[src/rtl/mem_port_arbiter.sv]
// mem_port_arbiter
//   Shares the single-port data RAM between the processor load/store path
//   (port 0) and the loader/debug path (port 1). One access is granted at a
//   time. Writes complete in the grant cycle. Reads hold off further grants
//   until the RAM data has been captured and returned with a valid strobe.
//
// Ports
//   clk, reset            system clock (rising edge), synchronous active-high reset
//   req0/we0/addr0/wdata0 port 0 request, write flag, address, write data
//   gnt0, rvalid0         port 0 grant pulse, read-data-valid pulse
//   req1/we1/addr1/wdata1 port 1 request, write flag, address, write data
//   gnt1, rvalid1         port 1 grant pulse, read-data-valid pulse
//   rdata                 registered read data shared by both ports
//   mem_addr/mem_din      RAM address and write data
//   mem_we                RAM write enable
//   mem_dout              RAM read data, valid RD_LAT cycles after the address edge
//   busy                  high while a read is outstanding
module mem_port_arbiter #(
  parameter int AW        = 5,
  parameter int DW        = 16,
  parameter int RD_LAT    = 1,
  parameter int PRIO_MODE = 0
) (
  input  logic          clk,
  input  logic          reset,
  input  logic          req0,
  input  logic          we0,
  input  logic [AW-1:0] addr0,
  input  logic [DW-1:0] wdata0,
  output logic          gnt0,
  output logic          rvalid0,
  input  logic          req1,
  input  logic          we1,
  input  logic [AW-1:0] addr1,
  input  logic [DW-1:0] wdata1,
  output logic          gnt1,
  output logic          rvalid1,
  output logic [DW-1:0] rdata,
  output logic [AW-1:0] mem_addr,
  output logic [DW-1:0] mem_din,
  output logic          mem_we,
  input  logic [DW-1:0] mem_dout,
  output logic          busy
);

  typedef enum logic {IDLE, RDWAIT} state_t;

  localparam logic [1:0] LAT_INIT = 2'(RD_LAT);

  state_t        state;
  state_t        state_next;
  logic [1:0]    wait_cnt;
  logic          owner;
  logic          favour;
  logic [AW-1:0] hold_addr;
  logic [DW-1:0] hold_din;
  logic          rvalid0_q;
  logic          rvalid1_q;
  logic [DW-1:0] rdata_q;
  logic          grant_any;
  logic          win1;

  // Arbitration and RAM drive. With no grant the RAM sees the held address
  // and data of the last granted access, which also keeps the read address
  // stable for the whole read latency. 'favour' names the port that wins the
  // next tie in round-robin mode. Grants are suppressed while reset is high
  // so a request present during reset cannot write the RAM.
  always_comb begin
    state_next = state;
    grant_any  = 1'b0;
    win1       = 1'b0;
    gnt0       = 1'b0;
    gnt1       = 1'b0;
    mem_we     = 1'b0;
    mem_addr   = hold_addr;
    mem_din    = hold_din;
    case (state)
      IDLE: begin
        if (!reset && (req0 || req1)) begin
          grant_any = 1'b1;
          if (!req0)
            win1 = 1'b1;
          else if (req1 && (PRIO_MODE == 0) && favour)
            win1 = 1'b1;
          gnt0     = ~win1;
          gnt1     = win1;
          mem_addr = win1 ? addr1  : addr0;
          mem_din  = win1 ? wdata1 : wdata0;
          mem_we   = win1 ? we1    : we0;
          if (!mem_we)
            state_next = RDWAIT;
        end
      end
      RDWAIT: begin
        if (wait_cnt == 2'd1)
          state_next = IDLE;
      end
      default: state_next = IDLE;
    endcase
  end

  // State, hold registers and the round-robin pointer. The counter is
  // loaded with the read latency on a read grant and counts the RDWAIT
  // cycles; the cycle in which it reads 1 is the one where mem_dout is
  // valid, so rdata is captured then and the owner's rvalid fires in the
  // following cycle, which is already back in IDLE.
  always_ff @(posedge clk) begin
    if (reset) begin
      state     <= IDLE;
      wait_cnt  <= 2'd0;
      owner     <= 1'b0;
      favour    <= 1'b0;
      hold_addr <= '0;
      hold_din  <= '0;
      rvalid0_q <= 1'b0;
      rvalid1_q <= 1'b0;
      rdata_q   <= '0;
    end else begin
      state     <= state_next;
      rvalid0_q <= 1'b0;
      rvalid1_q <= 1'b0;
      if (grant_any) begin
        hold_addr <= mem_addr;
        hold_din  <= mem_din;
        favour    <= ~win1;
        if (!mem_we) begin
          owner    <= win1;
          wait_cnt <= LAT_INIT;
        end
      end
      if (state == RDWAIT) begin
        wait_cnt <= wait_cnt - 2'd1;
        if (wait_cnt == 2'd1) begin
          rdata_q   <= mem_dout;
          rvalid0_q <= ~owner;
          rvalid1_q <= owner;
        end
      end
    end
  end

  assign rvalid0 = rvalid0_q;
  assign rvalid1 = rvalid1_q;
  assign rdata   = rdata_q;
  assign busy    = (state != IDLE);

endmodule

[config.mk]
export PLATFORM = sky130hd
export DESIGN_NAME = mem_port_arbiter
export DESIGN_NICKNAME = d
export VERILOG_FILES = /design/src/rtl/mem_port_arbiter.sv
export SDC_FILE = /design/constraint.sdc
export NUM_CORES = 1
export LEC_CHECK = 0
export CORE_ASPECT_RATIO = 1.2
export CORE_MARGIN = 2
export CORE_UTILIZATION = 38
export CTS_BUF_LIST = sky130_fd_sc_hd__clkbuf_4 sky130_fd_sc_hd__clkbuf_8 sky130_fd_sc_hd__clkbuf_16
export CTS_CLUSTER_SIZE = 30
export DETAILED_ROUTE_END_ITERATION = 6
export PLACE_DENSITY_LB_ADDON = 0.2
export SYNTH_ARGS = -nofsm -noshare
export SYNTH_HDL_FRONTEND = slang
export SYNTH_SLANG_ARGS = --single-unit
[constraint.sdc]
create_clock -name clk -period 2.8 [get_ports clk]
set_input_delay 0.84 -clock clk [delete_from_list [all_inputs] [get_ports clk]]
set_output_delay 0.84 -clock clk [all_outputs]
set_load 0.05 [all_outputs]
---- Word level (Yosys, flattened, before mapping) ----
Index checks and enable logic that the tools add are counted.
storage, ports and cells
  register bits after elaboration ......... 44
  logic and storage cells ................. 53
operators by class
  add/subtract/negate cells ............... 1
  eq/ne operators ......................... 2
  multiplexer cells ....................... 26
  bitwise logic cells ..................... 6
  reductions and logical operators ........ 9
operator list
  operator                                                                 count
  16-bit 2-to-1 mux                                                        3
  1-bit 2-to-1 mux                                                         16
  5-bit 2-to-1 mux                                                         3
  2-bit 2-to-1 mux                                                         3
  1-bit inverter                                                           6
  2-bit AND reduction                                                      3
  3-bit OR reduction                                                       1
  2-bit by 1-bit equality test with 1-bit output, second input constant    1
  1-bit logical AND                                                        2
  2-bit by 1-bit inequality test with 1-bit output, second input constant  1
  1-bit case mux with 2 select lines                                       1
  2-bit nonzero test                                                       1
  2-bit by 1-bit subtractor with 2-bit output, second input constant       1
  1-bit zero test                                                          1
  1-bit logical OR                                                         1

---- Logic depth before layout (Yosys ltp) ----
Gate-level depths: netlist (run 1).
  word-level depth ........................ 11
  depth in mapped cells ................... 6
  mapped depth without buffers ............ 5

---- Worst setup path before layout (run 1) ----
No wires, ideal clock.
  path kind ............................... input-to-output
  start point ............................. input reset
  end point ............................... output mem_addr[0]
  arrival ................................. 2.187 ns
  data required time ...................... 1.960 ns
  path slack .............................. -0.227 ns
  stages on the path ...................... 5
  buffers on the path ..................... 2
  path through ............................ buf_4 -> nor2_4 -> and3_4 -> buf_2 -> a221o_1
on the way
  longest elaborated chain between the ends .. 4
RTL lines
  what               line  source
  from (decl)        25    input logic reset,
  1-bit zero test    79    if (!reset && (req0 || req1)) begin
  1-bit logical AND  79
  5-bit 2-to-1 mux   79
  5-bit 2-to-1 mux   77    case (state)
  to (decl)          39    output logic [AW-1:0] mem_addr,
Every way passes these cells.

---- Final worst setup path (run 1) ----
  start point ............................. input req0
  end point ............................... output mem_din[11]
on the way
  longest elaborated chain between the ends .. 6
  elaborated cells on any way between the ends .. 8
  classes of those cells .................. mux (6); reduce/logical (2)
RTL lines
  what                   line  source
  from (decl)            26    input logic req0,
  1-bit 2-to-1 mux       81    if (!req0)
  1-bit 2-to-1 mux       79
  1-bit 2-to-1 mux       77
  16-bit 2-to-1 mux      88    mem_din = win1 ? wdata1 : wdata0;
  16-bit 2-to-1 mux (*)  79
  16-bit 2-to-1 mux (*)  77
  to (decl)              40    output logic [DW-1:0] mem_din,
Every way passes the cells marked *; elsewhere a longest branch is shown, timed or not. The select of a mux whose other input is x is not followed.

==> results.yml, run 1 <==
status:
  outcome: "finished, final reports clean"
floorplan:
  floorplan.die_area_mm2: 0.00561
  floorplan.die.height_um: 81.7
  effective_utilization_at_floorplan_pct: 39.0
  core.rowCount: 28
  die_w_um: 68.7
  io_pins: 107
  core_area_mm2: 0.00490
clocking:
  cts_tree: "built"
  clock_tree_root_driver_cell: "clkbuf_8"
  cts-root-to-sink-buffers: 2
  cts_made_buffers: 5
  worst_skew_pair.late_latency_ps: 300
  clkTransAtPathRegs_ps: 90
  cts-htree-levels: 2
  clock-sinks: 44
worst_setup_path:
  start_kind: "input pin"
  r2r.worst_path.cells: 3
  critical_path.reg2reg.startpoint: "busy"
  crit-reg2reg-capture: "rdata[14]"
  worstPathCellList: "buf_4 > a21boi_4 > buf_6 > and3_1 > a221o_2 > buf_12"
  timing.critical_path.slowest_cell_delay_ps: 330
  worstPathArrival_ps: 1940
  worst_ep_required_time_ps: 1960
  r2r_setup_slack_ps: 960
  path_max_fanout: 9
  critPathCaptureType: "primary output"
  crit_slowest_cell: "a221o_2"
  worst-setup-path-type: "input pin to primary output"
yosys:
  async_reset_ff_share_pct: 0
  synthesis.instances: 179
  synth_sequential_area_ratio_pct: 46.1
  synth_enable_flop_cells: 0
  post-synth-top-area-fraction_pct: 46.1
  synthFlopType: "dfxtp_1"
  yosys-top-cells-area: "dfxtp_1, a221o_1, a22o_1, and3_1, nand3_1"
  syn_nets: 244
  largest_area_contributor_in_the_netlist: "dfxtp_1"
  yosysWarnings: 0
  synthesis.area_per_instance_um2: 10.7
  flip_flop_and_latch_count_after_synthesis: 44
  synth.lib_cells_used.distinct: 33
  syn-cell-area_mm2: 0.00191
sta:
  fin_crit_sh_pct: 99.3
  setup_repair_after_global_routing_missed_its_margin: "true"
  setup_violations: 0
  finalCriticalPeriod_ps: 2780
  final-hold-violation-count: 0
  final_max_slew_viol_count: 0
  timing_worst_slew_pin_value_ps: 1110
  clock.fmax_mhz: 360
  relative_slew_slack_pct: 25.8
  final_skew_ps: 4.64
drt:
  routed_wirelength_um: 5490
  detail_route.drc_violations: 0
  postRouteAntennaNets: 0
  detail_route.first_pass.iterations: 4
  vias: 1982
  first_iter_violations: 92
  detail_route.vias_per_cell: 5.49
  wire_length_per_cell_um: 15.2
final_layout:
  n_antenna_cell: 0
  fin_util_pct: 70.4
  syn2layout_area_growth_pct: 80.7
  fin_nets: 365
  layout.filler_cells: 381
  stdcell_count: 361
  post_route_cells_drive_above_1_share_pct: 29.2
power:
  leakagePower_nw: 1.44
  worst_ir_drop_vdd_mv: 0.449
  p_total_mw: 1.89
  power_density_mw_per_mm2: 547
grt:
  grt_start_max_net_pins: 21
  grt-ovfl-total: 0
  wire_length_of_the_first_global_routing_pass_um: 8580
  initial_antenna_violation_count: 0
  globalRouteTotalUtil_pct: 20.0
  vias_in_the_first_global_route: 1934
worst_hold_path:
  hold_sp: "owner"
  hold-path-endpoint: "rvalid0"
  min_delay_path_depth: 1
  min_path_type: "register to register"
placement:
  post-dp-hpwl_um: 4100
  place_inst: 352
  routabilityCongestion: 0.834
  port_buffers: 106
run:
  drv_cap: 0
[cell families after synthesis]
logic type      synth area share (%)
mux                            0.524
compound gates                  33.9
simple gates                    12.7
fa+ha+maj                      0.655
flops                           46.1
buf+inv                         6.09
[cells in the final DEF, fill, tap and decap left out, types with 5 or more instances in the layout]
cell / n
clkdlybuf4s50_1: 79
a221o_1: 18
clkbuf_8: 5
buf_6: 13
a221o_2: 18
buf_12: 15
a22o_1: 16
and3_1: 17
dfxtp_1: 44
buf_4: 20
nand3_1: 7
[power breakdown]
part / total (mW) / switching (mW) / internal, mW
logic: 0.699 / 0.358 / 0.341
clock network: 0.490 / 0.221 / 0.269
registers: 0.701 / 0.0286 / 0.672
[routing by layer]
layer  GRT usage, %  part of all wire [%]  vias up
met2           35.4                    51       71
met1           22.9                    42      934
met4           6.47                  0.67        0
met5              0                     0        -
met3           5.34                   6.8        4
li1               -                     -      973
[through the flow]
step	hold slack [ps]	setup TNS [ps]	setup slack (ps)	instance area, um^2
after floorplan	413	0	17.2	1940
after global placement	443	-9250	-443	3270
after detailed placement	449	-9860	-468	3270
after CTS	461	0	0.696	3430
after global routing	488	-17.0	-8.31	3450
final	457	0	19.9	3450
[how the worst max path moves through the flow]
stage | start | slack (ps) | endpoint | cells after the start
3_3_place_gp | req0 | -440 | mem_addr[2] | 6
3_5_place_dp | req0 | -470 | mem_din[1] | 6
5_1_grt | req0 | -8 | mem_addr[0] | 6
6_report | req0 | 20 | mem_din[11] | 6
2_1_floorplan | reset | 20 | mem_addr[0] | 5
4_1_cts | reset | 0.7 | mem_din[14] | 6
[critical path: cells and delay by family]
family,cells,cell delay (ps)
buffers and inverters,3,440
AOI/OAI and AO/OA,2,470
and+or+nand+nor,1,190
[flip-flops by register name, indices dropped and copies added (netlist names)]
| signal | cells |
|---|---|
| owner | 1 |
| rvalid1 | 1 |
| rvalid0 | 1 |
| hold_addr | 5 |
| wait_cnt | 2 |
| hold_din | 16 |
| rdata | 16 |
| favour | 1 |
| busy | 1 |
[layout make-up]
type	instances	area, um^2	share of cell area [%]
flip-flops and latches	44	881	25.5
clock buffers	5	68.8	1.99
inverters	4	15.0	0.435
clock inverters	3	46.3	1.34
multi-input cells	115	955	27.6
repair buffers	130	1410	40.9
well taps	60	75.1	2.17
[cell usage after synthesis, types with 2 or more instances]
cell type	count
o21ai_0	7
and2_1	2
a32o_1	2
a21oi_1	2
a31oi_1	3
buf_2	6
buf_6	3
dfxtp_1	44
buf_4	3
and3_1	18
inv_1	4
a22o_1	16
a221o_1	36
nor2_1	3
nand3_1	7
clkbuf_1	4
nand4_1	3
[repair_timing]
item | CTS | global route
buffers inserted | 0 | 1
gates resized for setup | 26 | 7
hold endpoints to repair | 0 | 0
endpoints found under the setup margin | 24 | 11
hold buffers | 0 | 0
pin swaps | 4 | 4
(Power assumes the default switching activity.)
==> run 2: changes to the inputs <==
--- a/config.mk
+++ b/config.mk
@@ -12,6 +12,7 @@
 export CTS_CLUSTER_SIZE = 30
 export DETAILED_ROUTE_END_ITERATION = 6
 export PLACE_DENSITY_LB_ADDON = 0.2
+export REMOVE_ABC_BUFFERS = 1
 export SYNTH_ARGS = -nofsm -noshare
 export SYNTH_HDL_FRONTEND = slang
 export SYNTH_SLANG_ARGS = --single-unit
==> results.yml, run 2 (synthesis gave the netlist of run 1 again) <==
drt:
  routed_wirelength_um: 5940
  detail_route.first_pass.iterations: 4
  wire_length_per_cell_um: 15.9
  first_iter_violations: 89
  postRouteAntennaNets: 0
  vias: 2055
  detail_route.drc_violations: 0
  detail_route.vias_per_cell: 5.49
floorplan:
  io_pins: 107
  floorplan.die_area_mm2: 0.00561
  floorplan.die.height_um: 81.7
  die_w_um: 68.7
  core.rowCount: 28
  core_area_mm2: 0.00490
  effective_utilization_at_floorplan_pct: 39.0
grt:
  globalRouteTotalUtil_pct: 21.9
  wire_length_of_the_first_global_routing_pass_um: 9280
  grt-ovfl-total: 0
  initial_antenna_violation_count: 0
  grt_start_max_net_pins: 19
  vias_in_the_first_global_route: 1985
power:
  power_density_mw_per_mm2: 531
  leakagePower_nw: 1.52
  p_total_mw: 1.89
  worst_ir_drop_vdd_mv: 0.350
final_layout:
  layout_commonest_cell: "clkdlybuf4s50_1"
  post_route_cells_drive_above_1_share_pct: 27.1
  fin_util_pct: 72.5
  syn2layout_area_growth_pct: 86.2
  n_antenna_cell: 0
  most-common-layout-cells: "clkdlybuf4s50_1, dfxtp_1, a221o_1"
  fin_nets: 378
  layout.filler_cells: 378
  design_area_mm2: 0.00356
sta:
  final_max_slew_viol_count: 0
  setup_violations: 0
  timing_worst_slew_pin_value_ps: 1050
  final-hold-violation-count: 0
  finalCriticalPeriod_ps: 2790
  final_skew_ps: 4.32
  fin_crit_sh_pct: 99.7
  setup_repair_after_global_routing_missed_its_margin: "true"
  relative_slew_slack_pct: 29.4
  clock.fmax_mhz: 358
placement:
  routabilityCongestion: 0.804
  dpl-instance-area_mm2: 0.00325
  port_buffers: 106
  post-dp-hpwl_um: 4280
worst_setup_path:
  worst-setup-path-type: "input pin to primary output"
  timing.critical_path.from: "req1"
  critPathCaptureType: "primary output"
  path_max_fanout: 7
  worst_ep_required_time_ps: 1960
  crit_slowest_cell: "a221o_1"
  critical-path-top-cell-by-count: "buf_12"
  r2r_setup_slack_ps: 1000
  r2r.worst_path.cells: 3
  worstPathCellList: "buf_8 > buf_6 > and3_4 > buf_12 > a221o_1 > buf_12"
  critical_path.reg2reg.startpoint: "busy"
  worstPathArrival_ps: 1950
  start_kind: "input pin"
  timing.critical_path.slowest_cell_delay_ps: 360
  crit_path_end: "mem_din[3]"
  crit-reg2reg-capture: "rdata[5]"
worst_hold_path:
  min_path_type: "register to register"
clocking:
  clock_tree_root_driver_cell: "clkbuf_8"
  clkTransAtPathRegs_ps: 80
  worst_skew_pair.late_latency_ps: 290
  cts_tree: "built"
  clock-sinks: 44
  cts-htree-levels: 2
  cts_made_buffers: 5
  cts-root-to-sink-buffers: 2
run:
  drv_cap: 0
status:
  outcome: "finished, final reports clean"
run 2: where the power goes:
part           switching (mW)  total [mW]  internal (mW)
clock network           0.211       0.475          0.264
registers              0.0297       0.702          0.672
logic                   0.365       0.713          0.347
run 2: metrics by stage:
stage	worst slack (ps)	instances	setup TNS, ps	hold WS [ps]
2_1_floorplan	-602	163	-11410	412
3_3_place_gp	-418	358	-8980	438
3_5_place_dp	-460	358	-9230	443
4_1_cts	8.55	371	0	454
5_1_grt	-14.7	374	-49.5	482
6_report	8.69	374	0	462
run 2: timing repair:
item / in CTS / in global routing
setup buffers: 4 / 2
resized for setup: 31 / 16
hold buffers: 0 / 0
setup endpoints to repair: 24 / 17
pin swaps: 9 / 2
cloned: 2 / 1
run 2: layout make-up:
cell class | count | area (um^2) | area share (%)
clock buffers | 5 | 68.8 | 1.93
multi-input cells | 115 | 941 | 26.5
clock inverters | 3 | 42.5 | 1.20
flip-flops and latches | 44 | 881 | 24.8
well taps | 60 | 75.1 | 2.11
inverters | 4 | 15.0 | 0.422
repair buffers | 143 | 1530 | 43.1
run 2: worst min-delay path by stage:
stage	startpoint	endpoint	slack [ps]	cells past startpoint
after floorplan	owner	rvalid0	410	1
after global placement	owner	rvalid0	440	1
after detailed placement	owner	rvalid0	440	1
after CTS	owner	rvalid0	450	1
after global routing	owner	rvalid0	480	1
final	owner	rvalid0	460	1
run 2: metal layers:
layer / track usage, % / wire length [um] / vias up
li1: - / - / 1004
met1: 26.2 / 2460 / 964
met2: 37.5 / 2890 / 78
met3: 5.89 / 476 / 9
met4: 7.06 / 118 / 0
met5: 0 / 0 / -
run 2: critical path, delay by kind of cell:
| family | cells | cell delay, ps |
|---|---|---|
| buffers and inverters | 4 | 520 |
| AO/OA/AOI/OAI | 1 | 360 |
| AND/OR/NAND/NOR | 1 | 220 |
